--- src/rtl/lcl_wr_burst_gen_if.sv ---
`default_nettype none
// ============================================================================
//  Module      : lcl_wr_burst_gen_if
//  Description : Local-bus burst interface between the burst generator
//                (master) and the AXI write master (slave).
//  Revision    : 1.0  initial release
// ============================================================================
interface lcl_wr_burst_gen_if #(
    parameter int ADDR_WIDTH = 64,
    parameter int DATA_WIDTH = 64
);
    logic                  lcl_istart;
    logic [ADDR_WIDTH-1:0] lcl_iaddr;
    logic [7:0]            lcl_inum;
    logic                  lcl_ibusy;
    logic                  lcl_irdy;
    logic                  lcl_den;
    logic [DATA_WIDTH-1:0] lcl_din;
    logic                  lcl_idone;

    modport master (
        output lcl_istart, lcl_iaddr, lcl_inum, lcl_den, lcl_din, lcl_idone,
        input  lcl_ibusy, lcl_irdy
    );

    modport slave (
        input  lcl_istart, lcl_iaddr, lcl_inum, lcl_den, lcl_din, lcl_idone,
        output lcl_ibusy, lcl_irdy
    );
endinterface
`default_nettype wire

--- src/rtl/lcl_wr_burst_gen.sv ---
`default_nettype none
// ============================================================================
//  Module      : lcl_wr_burst_gen
//  Description : Splits a write job into local-bus bursts of at most
//                MAX_BEATS beats that never cross a 4 KB page, and forwards
//                the input stream to the write master one burst at a time.
//  Revision    : 1.0  initial release
// ============================================================================
module lcl_wr_burst_gen #(
    parameter int ADDR_WIDTH = 64,
    parameter int DATA_WIDTH = 64,
    parameter int MAX_BEATS  = 64
) (
    input  wire logic                  clk,
    input  wire logic                  rst_n,
    input  wire logic                  clear,
    input  wire logic                  job_start,
    input  wire logic [ADDR_WIDTH-1:0] job_addr,
    input  wire logic [31:0]           job_beats,
    output logic                       job_busy,
    output logic                       job_done,
    input  wire logic                  s_valid,
    input  wire logic [DATA_WIDTH-1:0] s_data,
    output logic                       s_ready,
    lcl_wr_burst_gen_if.master         lcl,
    output logic [15:0]                burst_cnt
);

    localparam logic [2:0] S_IDLE  = 3'd0;
    localparam logic [2:0] S_CALC  = 3'd1;
    localparam logic [2:0] S_ISSUE = 3'd2;
    localparam logic [2:0] S_DATA  = 3'd3;
    localparam logic [2:0] S_WAITB = 3'd4;
    localparam logic [2:0] S_DONE  = 3'd5;

    localparam logic [7:0]            C_MAX_BEATS = 8'(MAX_BEATS);
    localparam logic [ADDR_WIDTH-1:0] C_BEAT_MASK = ~ADDR_WIDTH'(7);

    logic [2:0]            state_q,     state_d;
    logic [ADDR_WIDTH-1:0] cur_addr_q,  cur_addr_d;
    logic [31:0]           rem_q,       rem_d;
    logic [7:0]            blen_q,      blen_d;
    logic [7:0]            beat_left_q, beat_left_d;
    logic [15:0]           burst_cnt_q, burst_cnt_d;
    logic                  job_busy_q,  job_busy_d;
    logic                  job_done_q,  job_done_d;
    logic                  istart_q,    istart_d;
    logic [ADDR_WIDTH-1:0] iaddr_q,     iaddr_d;
    logic [7:0]            inum_q,      inum_d;
    logic                  den_q,       den_d;
    logic [DATA_WIDTH-1:0] din_q,       din_d;
    logic                  idone_q,     idone_d;

    logic [9:0] w_page_left;
    logic [7:0] w_page_sat;
    logic [7:0] w_rem_sat;
    logic [7:0] w_min_a;
    logic [7:0] w_blen;
    logic       w_ready;
    logic       w_accept;
    logic       w_last;

    // Beats left in the 4 KB page, then burst length = min(rem, MAX, page).
    // All candidates saturate at 255 since MAX_BEATS never exceeds that.
    assign w_page_left = 10'd512 - {1'b0, cur_addr_q[11:3]};
    assign w_page_sat  = (w_page_left > 10'd255) ? 8'hFF : w_page_left[7:0];
    assign w_rem_sat   = (rem_q > 32'd255) ? 8'hFF : rem_q[7:0];
    assign w_min_a     = (w_rem_sat < C_MAX_BEATS) ? w_rem_sat : C_MAX_BEATS;
    assign w_blen      = (w_page_sat < w_min_a) ? w_page_sat : w_min_a;

    assign w_ready  = (state_q == S_DATA) && lcl.lcl_irdy && (beat_left_q != 8'd0);
    assign w_accept = s_valid && w_ready;
    assign w_last   = w_accept && (beat_left_q == 8'd1);

    // State register
    always_ff @(posedge clk or negedge rst_n) begin
        if (!rst_n) begin
            state_q <= S_IDLE;
        end else begin
            state_q <= state_d;
        end
    end

    // Next-state logic; clear always returns to IDLE
    always_comb begin
        state_d = state_q;
        case (state_q)
            S_IDLE:  if (job_start) state_d = (job_beats == 32'd0) ? S_DONE : S_CALC;
            S_CALC:  state_d = S_ISSUE;
            S_ISSUE: if (!lcl.lcl_ibusy) state_d = S_DATA;
            S_DATA:  if (w_last) state_d = S_WAITB;
            S_WAITB: if (!lcl.lcl_ibusy) state_d = (rem_q != 32'd0) ? S_CALC : S_DONE;
            S_DONE:  state_d = S_IDLE;
            default: state_d = S_IDLE;
        endcase
        if (clear) begin
            state_d = S_IDLE;
        end
    end

    // Output and datapath next values for every registered output
    always_comb begin
        cur_addr_d  = cur_addr_q;
        rem_d       = rem_q;
        blen_d      = blen_q;
        beat_left_d = beat_left_q;
        burst_cnt_d = burst_cnt_q;
        job_busy_d  = job_busy_q;
        job_done_d  = 1'b0;
        istart_d    = 1'b0;
        iaddr_d     = iaddr_q;
        inum_d      = inum_q;
        den_d       = 1'b0;
        din_d       = din_q;
        idone_d     = 1'b0;
        case (state_q)
            S_IDLE: begin
                if (job_start) begin
                    cur_addr_d  = job_addr & C_BEAT_MASK;
                    rem_d       = job_beats;
                    burst_cnt_d = 16'd0;
                    job_busy_d  = 1'b1;
                end
            end
            S_CALC: begin
                blen_d  = w_blen;
                iaddr_d = cur_addr_q;
                inum_d  = w_blen;
            end
            S_ISSUE: begin
                if (!lcl.lcl_ibusy) begin
                    istart_d    = 1'b1;
                    burst_cnt_d = burst_cnt_q + 16'd1;
                    beat_left_d = blen_q;
                end
            end
            S_DATA: begin
                if (w_accept) begin
                    den_d       = 1'b1;
                    din_d       = s_data;
                    beat_left_d = beat_left_q - 8'd1;
                end
                if (w_last) begin
                    idone_d    = 1'b1;
                    cur_addr_d = cur_addr_q + ADDR_WIDTH'({blen_q, 3'b000});
                    rem_d      = rem_q - {24'd0, blen_q};
                end
            end
            S_DONE: begin
                job_done_d = 1'b1;
                job_busy_d = 1'b0;
            end
            default: ;
        endcase
        // Abort: drop the job silently and keep the burst count for inspection
        if (clear) begin
            burst_cnt_d = burst_cnt_q;
            job_busy_d  = 1'b0;
            job_done_d  = 1'b0;
            istart_d    = 1'b0;
            den_d       = 1'b0;
            idone_d     = 1'b0;
        end
    end

    // Datapath and output registers
    always_ff @(posedge clk or negedge rst_n) begin
        if (!rst_n) begin
            cur_addr_q  <= '0;
            rem_q       <= '0;
            blen_q      <= '0;
            beat_left_q <= '0;
            burst_cnt_q <= '0;
            job_busy_q  <= 1'b0;
            job_done_q  <= 1'b0;
            istart_q    <= 1'b0;
            iaddr_q     <= '0;
            inum_q      <= '0;
            den_q       <= 1'b0;
            din_q       <= '0;
            idone_q     <= 1'b0;
        end else begin
            cur_addr_q  <= cur_addr_d;
            rem_q       <= rem_d;
            blen_q      <= blen_d;
            beat_left_q <= beat_left_d;
            burst_cnt_q <= burst_cnt_d;
            job_busy_q  <= job_busy_d;
            job_done_q  <= job_done_d;
            istart_q    <= istart_d;
            iaddr_q     <= iaddr_d;
            inum_q      <= inum_d;
            den_q       <= den_d;
            din_q       <= din_d;
            idone_q     <= idone_d;
        end
    end

    assign s_ready        = w_ready;
    assign job_busy       = job_busy_q;
    assign job_done       = job_done_q;
    assign burst_cnt      = burst_cnt_q;
    assign lcl.lcl_istart = istart_q;
    assign lcl.lcl_iaddr  = iaddr_q;
    assign lcl.lcl_inum   = inum_q;
    assign lcl.lcl_den    = den_q;
    assign lcl.lcl_din    = din_q;
    assign lcl.lcl_idone  = idone_q;

endmodule
`default_nettype wire

--- src/flat_wrapper.sv ---
// flat-port wrapper written by rule: the top's interface ports become plain ports
module lcl_wr_burst_gen_flat 
#(
    parameter int ADDR_WIDTH = 64,
    parameter int DATA_WIDTH = 64,
    parameter int MAX_BEATS  = 64
)
  (clk, rst_n, clear, job_start, job_addr, job_beats, job_busy, job_done, s_valid, s_data, s_ready, burst_cnt, lcl_lcl_istart, lcl_lcl_iaddr, lcl_lcl_inum, lcl_lcl_den, lcl_lcl_din, lcl_lcl_idone, lcl_lcl_ibusy, lcl_lcl_irdy);
  lcl_wr_burst_gen_if #(.ADDR_WIDTH(ADDR_WIDTH), .DATA_WIDTH(DATA_WIDTH)) lcl_i ();
  input  wire logic clk;
  input  wire logic rst_n;
  input  wire logic clear;
  input  wire logic job_start;
  input  wire logic [ADDR_WIDTH-1:0] job_addr;
  input  wire logic [31:0] job_beats;
  output logic job_busy;
  output logic job_done;
  input  wire logic s_valid;
  input  wire logic [DATA_WIDTH-1:0] s_data;
  output logic s_ready;
  output logic [15:0] burst_cnt;
  output wire logic [$bits(lcl_i.lcl_istart)-1:0] lcl_lcl_istart;
  output wire logic [$bits(lcl_i.lcl_iaddr)-1:0] lcl_lcl_iaddr;
  output wire logic [$bits(lcl_i.lcl_inum)-1:0] lcl_lcl_inum;
  output wire logic [$bits(lcl_i.lcl_den)-1:0] lcl_lcl_den;
  output wire logic [$bits(lcl_i.lcl_din)-1:0] lcl_lcl_din;
  output wire logic [$bits(lcl_i.lcl_idone)-1:0] lcl_lcl_idone;
  input wire logic [$bits(lcl_i.lcl_ibusy)-1:0] lcl_lcl_ibusy;
  input wire logic [$bits(lcl_i.lcl_irdy)-1:0] lcl_lcl_irdy;
  assign lcl_lcl_istart = lcl_i.lcl_istart;
  assign lcl_lcl_iaddr = lcl_i.lcl_iaddr;
  assign lcl_lcl_inum = lcl_i.lcl_inum;
  assign lcl_lcl_den = lcl_i.lcl_den;
  assign lcl_lcl_din = lcl_i.lcl_din;
  assign lcl_lcl_idone = lcl_i.lcl_idone;
  assign lcl_i.lcl_ibusy = lcl_lcl_ibusy;
  assign lcl_i.lcl_irdy = lcl_lcl_irdy;
  lcl_wr_burst_gen #(.ADDR_WIDTH(ADDR_WIDTH), .DATA_WIDTH(DATA_WIDTH), .MAX_BEATS(MAX_BEATS)) u_core (.clk(clk), .rst_n(rst_n), .clear(clear), .job_start(job_start), .job_addr(job_addr), .job_beats(job_beats), .job_busy(job_busy), .job_done(job_done), .s_valid(s_valid), .s_data(s_data), .s_ready(s_ready), .lcl(lcl_i), .burst_cnt(burst_cnt));
endmodule
--- config.mk ---
export PLATFORM = sky130hd
export DESIGN_NAME = lcl_wr_burst_gen_flat
export DESIGN_NICKNAME = d
export VERILOG_FILES = /design/src/rtl/lcl_wr_burst_gen_if.sv /design/src/rtl/lcl_wr_burst_gen.sv /design/src/flat_wrapper.sv
export SDC_FILE = /design/constraint.sdc
export NUM_CORES = 1
export LEC_CHECK = 0
export ABC_AREA = 1
export CAP_MARGIN = 10
export CORE_AREA = 5 5 192 194
export CTS_CLUSTER_SIZE = 8
export DETAILED_ROUTE_END_ITERATION = 10
export DIE_AREA = 0 0 197 199
export PLACE_DENSITY = 0.69
export SYNTH_ARGS = -nofsm -noshare
export SYNTH_HDL_FRONTEND = slang
export SYNTH_SLANG_ARGS = --single-unit
export TNS_END_PERCENT = 1
--- constraint.sdc ---
create_clock -name clk -period 3.8 [get_ports clk]
set_input_delay 1.14 -clock clk [delete_from_list [all_inputs] [get_ports clk]]
set_output_delay 1.14 -clock clk [all_outputs]
set_load 0.005 [all_outputs]
# Word level (Yosys, flattened, before mapping)
# Cells that the tools add are included.
word_totals:
  regBits: 264
  input_bits: 167
  output_inout_bits: 158
op_classes:
  muxes: 38
  eq_ne: 14
  n_reduce_logical: 18
  addsub: 5
  bitwise_logic: 1
  n_lt_le_gt_ge: 4
ops:
  columns: ["op", "n"]
  rows:
  - ["$mux 64", 2]
  - ["$pmux 64 s2", 1]
  - ["$add 64x11->64", 1]
  - ["$mux 32", 2]
  - ["$pmux 32 s2", 1]
  - ["$mux 8", 6]
  - ["$gt 32x8->1 const B", 1]
  - ["$logic_not 32->1", 1]
  - ["$mux 16", 2]
  - ["$pmux 16 s2", 1]
  - ["$reduce_bool 32->1", 1]
  - ["$sub 32x8->32", 1]
  - ["$mux 3", 7]
  - ["$add 16x1->16 const B", 1]
  - ["$pmux 8 s2", 1]
  - ["$pmux 3 s5", 1]
  - ["$mux 1", 13]
  - ["$gt 10x8->1 const B", 1]
  - ["$sub 10x9->10 const A", 1]
  - ["$ne 3x3->1 const B", 3]
  - ["$eq 8x1->1 const B", 1]
  - ["$lt 8x7->1 const B", 1]
  - ["$lt 8x8->1", 1]
  - ["$reduce_and 4->1", 2]
  - ["other kinds (16)", 27]

# Logic depth before layout (Yosys ltp)
depth:
  ltp_word: 8
  mapped_depth: 19

# Worst setup path after synthesis
# Ideal clock, no wire load.
synth_path:
  path_type: "flip-flop to flip-flop"
  from: "register u_core.cur_addr_q[3]"
  to: "register u_core.inum_q[0] (netlist: u_core.lcl.lcl_inum[0])"
  path_stages_with_launch: 18
  slack_ps: 918
  path_buffers: 0
  synth_period_minus_slack_ps: 2882
  arrival_ps: 2816
  path_cell_list: "dfrtp_1 > inv_1 > ha_1 > nand2_1 > nor2_1 > nand2_1 > nand2_1 > nand3_1 > inv_1 > nand2_1 > ha_1 > a21oi_1 > nor2_1 > a211oi_1 > nand2_4 > nand2_1 > nand3_1 > nand2_1"
synth_between:
  elab_chain_len: 5
synth_rtl:
  columns: ["item", "line_no", "text"]
  rows:
  - ["start: declaration", "lcl_wr_burst_gen.sv:40", "logic [ADDR_WIDTH-1:0] cur_addr_q, cur_addr_d;"]
  - ["start signal: assignment", "lcl_wr_burst_gen.sv:183", "cur_addr_q <= cur_addr_d;"]
  - ["$sub 10x9->10 (*)", "lcl_wr_burst_gen.sv:65", "assign w_page_left = 10'd512 - {1'b0, cur_addr_q[11:3]};"]
  - ["$gt 10x8->1", "lcl_wr_burst_gen.sv:66", "assign w_page_sat = (w_page_left > 10'd255) ? 8'hFF : w_page_left[7:0];"]
  - ["$mux 8 (*)", "lcl_wr_burst_gen.sv:66", null]
  - ["$lt 8x8->1", "lcl_wr_burst_gen.sv:69", "assign w_blen = (w_page_sat < w_min_a) ? w_page_sat : w_min_a;"]
  - ["$mux 8 (*)", "lcl_wr_burst_gen.sv:69", null]
  - ["end signal: assignment", "lcl_wr_burst_gen.sv:192", "inum_q <= inum_d;"]
  - ["end: declaration", "lcl_wr_burst_gen.sv:49", "logic [7:0] inum_q, inum_d;"]
# Every way passes the cells marked *; elsewhere a longest branch is shown, timed or not.
# A chain may end at the register's enable or synchronous reset.

# Worst setup path in the final report
layout_path:
  from: "input lcl_lcl_irdy"
  to: "output s_ready"
layout_between:
  elab_chain_len: 2
layout_rtl:
  columns: ["item", "line_no", "text"]
  rows:
  - ["start: declaration", "flat_wrapper.sv:29", "input wire logic [$bits(lcl_i.lcl_irdy)-1:0] lcl_lcl_irdy;"]
  - ["$logic_and 1x1->1 (2 in series)", "lcl_wr_burst_gen.sv:71", "assign w_ready = (state_q == S_DATA) && lcl.lcl_irdy && (beat_left_q != 8'd0);"]
  - ["end: declaration", "flat_wrapper.sv:20", "output logic s_ready;"]
# Every way passes these cells.

==> impl_metrics.csv <==
group,metric,value,unit
critical_path,cpMostUsedCell,"sky130_fd_sc_hd__clkdlybuf4s50_1",
synth,syn_area_per_cell,7.355,um^2
synth,warnings_synthesis,0,
synth,postSynth.asyncResetShare,100.0,%
critical_path,worstSetupEndpoint,"s_ready",
clocking,postCtsHoldBufs,0,
synth,synth-compound-area-share,13.06,%
global_routing,grt_max_degree,70,
cells_and_area,mostFrequentLayoutCell,"sky130_fd_sc_hd__nand2_1",
clocking,clk_root_buffer_cell,"sky130_fd_sc_hd__clkbuf_16",
placement,hpwl,38.15,mm
route,detailedRoute.firstIterationViolations,1066,
route,drc_errors,0,
critical_path,worst_path_dominant_cell_family,"buffers and inverters",
critical_path,cp_num_buf_inv,3,
power,power.ir.vdd_worst,400.0,uV
critical_path,critical_path.cell_chain,"clkdlybuf4s50_1 > inv_1 > nor2_1 > and2_1 > clkdlybuf4s50_1",
critical_path,r2r_start,"u_core.rem_q[18]",
timing,totalNegativeSetupSlack,0,ps
route,route.vias.total,14625,
critical_path,timing.critical_path.to_type,"primary output",
timing,timing.final.crit_share,93.27,%
route,drt.antenna.violating_nets,0,
clocking,cts.htree.levels,2,
floorplan,die_area,0.03920,mm^2
timing,setup-violations-final,0,
timing,tightestPinTransition,681.8,ps
timing,slew_viol_final,0,
clocking,tritoncts.num_buffers,38,
route,routed_via_density,5.270,
synth,dominant_combinational_cell_family_by_area_after_synthesis,"simple AND/OR/NAND/NOR gates",
timing,hold_viol,0,
cells_and_area,post-route-util,55.22,%
synth,netlist_area,0.01473,mm^2
route,routed_wire_length_per_instance,17.87,um
placement,placed_cells,2731,
critical_path,setup.reg_to_reg.worst_slack,700,ps
power,power.static_leakage,8.743,nW
timing,final_period_minus_worst_setup_slack,3544,ps
synth,synth_fa_ha_area_share,2.650,%
global_routing,groute.usage.overall,24.69,%
critical_path,crit_required,2660,ps
synth,synthFlopType,"sky130_fd_sc_hd__dfrtp_1",
floorplan,floorplan.initialDensity,42.03,%
placement,io_buffers,318,
cells_and_area,finalNetCount,2507,
floorplan,rows,69,
cells_and_area,mostFrequentLayoutCells,"sky130_fd_sc_hd__nand2_1, sky130_fd_sc_hd__clkdlybuf4s50_1, sky130_fd_sc_hd__dfrtp_1",
cells_and_area,fill_cells,3328,
cells_and_area,instances_no_fill,2775,
synth,syn_inst,2003,
timing,setup_repair_after_global_routing_missed_its_margin,"false",
synth,xor_xnor_share_of_the_synthesized_area,1.962,%
clocking,numClockSinks,258,
critical_path,critical_path_stages,5,
clocking,post-cts-setup-buffer-count,0,
synth,synth_seq_cells,258,
critical_path,r2r_cells,14,
floorplan,die_wd,197,um
cells_and_area,layout-drive-gt1-share,4.840,%
critical_path,timing_worst_setup_path_type,"input port to primary output",
critical_path,crit_path_start_kind,"input port",
clocking,cts_resized,0,
route,routed_wirelength,49.58,mm
synth,yosys_cell_types,50,
job,cap_violations,0,
synth,synth_mux_area_share,0,%
clocking,cts.path.max_buffers,3,
global_routing,grt_pass1_wl,78.05,mm
power,power_density,759.7,mW/mm^2
critical_path,slowest_delay,500,ps
global_routing,via_count_of_the_first_global_routing_pass,14107,
timing,achievable-frequency,282.1,MHz
global_routing,antenna_found_initial,2,
hold_path,worst_hold_path_type,"flip-flop to flip-flop",
critical_path,critical_path.startpoint,"lcl_lcl_irdy",
placement,place.gp.congestion,0.9562,
synth,post_synth_and_or_nand_nor_area_fraction,30.36,%
floorplan,std_cell_core_area,0.03505,mm^2
global_routing,global_route.overflow_total,0,
status,result_of_the_run,"complete, no violations",
synth,synth-seq-area-share,43.83,%
floorplan,dieHeight,199,um
critical_path,timing.critical_path.slowest_stage_cell,"sky130_fd_sc_hd__clkdlybuf4s50_1",
cells_and_area,flow.area_growth_from_synthesis,31.39,%
critical_path,r2r-end,"u_core.lcl.lcl_inum[1]",
clocking,clock_pin_slew_of_the_registers_on_the_worst_case_setup_and_hold_paths,50,ps
power,finalPower,14.70,mW
clocking,worstSkewPairLatency,530,ps
critical_path,timing.critical_path.fanout_max,2,
critical_path,arrival,2400,ps
floorplan,design.portCount,325,
clocking,cts_tree,"done",
route,drt_pre_antenna_iters,6,
synth,count_of_flip_flops_with_a_built_in_enable_after_synthesis,0,
timing,worst_slew_margin_rel,54.07,%
cells_and_area,diodes,0,
timing,finClkSkew,19.36,ps
## registers in the layout, indices dropped and copies added (netlist names)
signal	flops
u_core.burst_cnt	16
u_core.lcl.lcl_idone	1
u_core.rem_q	32
u_core.job_busy	1
u_core.lcl.lcl_istart	1
u_core.lcl.lcl_inum	8
u_core.cur_addr_q	61
u_core.job_done	1
u_core.state_q	3
u_core.lcl.lcl_din	64
u_core.lcl.lcl_iaddr	61
u_core.beat_left_q	8
u_core.lcl.lcl_den	1
## worst register-to-register path, cell delays in order (launching register included)
cell and delay, ps:
sky130_fd_sc_hd__dfrtp_1 410, sky130_fd_sc_hd__nor2_1 240, sky130_fd_sc_hd__nand2_1 180, sky130_fd_sc_hd__nor3_1 490
sky130_fd_sc_hd__and2_1 370, sky130_fd_sc_hd__nand2_1 120, sky130_fd_sc_hd__ha_1 310, sky130_fd_sc_hd__a21oi_1 160
sky130_fd_sc_hd__nor2_1 50, sky130_fd_sc_hd__a211oi_1 170, sky130_fd_sc_hd__buf_4 200, sky130_fd_sc_hd__nand2_4 90
sky130_fd_sc_hd__nand2_1 70, sky130_fd_sc_hd__nand3_1 60, sky130_fd_sc_hd__nand2_1 100
## how the worst min path moves through the flow
stage                                        end                    from  slack [ps]  depth (start not counted)
after floorplan            u_core.beat_left_q[5]   u_core.beat_left_q[5]         460                          2
after global placement    u_core.lcl.lcl_din[53]  u_core.lcl.lcl_din[53]         450                          2
after detailed placement  u_core.lcl.lcl_din[21]  u_core.lcl.lcl_din[21]         460                          2
after CTS                 u_core.lcl.lcl_din[21]  u_core.lcl.lcl_din[21]         470                          2
after global routing      u_core.lcl.lcl_din[18]  u_core.lcl.lcl_din[18]         490                          2
final                      u_core.lcl.lcl_din[8]   u_core.lcl.lcl_din[8]         470                          2
## power breakdown
part	internal (mW)	total (mW)	switching [mW]
registers	3.98	5.04	1.06
logic	2.91	6.68	3.77
clock network	1.81	2.98	1.17
## area by class of cell
type | count | area, um^2 | area share, %
inverters | 221 | 833.3 | 4.305
repair buffers | 341 | 3398 | 17.56
multi-input cells | 1450 | 7091 | 36.63
well taps | 461 | 576.8 | 2.980
clock inverters | 2 | 13.76 | 0.07111
clock buffers | 42 | 987.2 | 5.100
flip-flops and latches | 258 | 6456 | 33.35
## cell usage after synthesis, drive strengths merged (2+ instances only)
library cell  number  area, um^2
or2               16       100.1
inv              221       829.6
nand3b             3       22.52
nor2             187       744.5
clkbuf            36       136.4
nand2            599        2276
conb               2       7.510
o22ai             31       193.9
nor3              34       201.5
a31oi              8       50.05
ha                28       350.3
xnor2              8       70.07
fa                 2       40.04
xor2              25       219.0
buf               40       226.5
o21ai            193       965.9
o21a               4       30.03
a21oi             53       265.3
and2               3       18.77
nor4              18       112.6
nand4             46       317.8
nand3            128       640.6
and3               3       23.77
a22oi              4       30.03
a21o               2       15.01
o31ai              3       22.52
dfrtp            258        6456
a2bb2oi            2       17.52
o211ai            39       292.8
a211oi             2       15.01
## per-stage QoR
step / cell area, um^2 / setup slack [ps] / hold WS (ps)
finish: 19360 / 255.8 / 468.0
detailed placement: 18360 / 241.1 / 458.0
floorplan: 14740 / 918.3 / 458.8
global route: 19360 / 185.3 / 490.7
global placement: 18360 / 256.5 / 451.9
CTS: 19360 / 238.3 / 470.7
## per-layer routing
metal,track usage (%),up-vias,wire (um)
met2,40.51,525,22770
met1,34.54,6856,22360
met3,4.573,62,3601
met4,4.982,2,830
li1,-,7180,-
met5,0,-,13
## cell families (layout without fill, tap and decap cells)
logic type,count (synthesis),in the layout
other,2,4
adder cells (fa/ha/maj),30,30
XOR/XNOR,33,33
AND/OR/NAND/NOR,1039,1039
flip-flops,258,258
buffers and inverters,297,606
AO/OA/AOI/OAI,344,344
No activity file was read; power rests on OpenSTA's default activity.
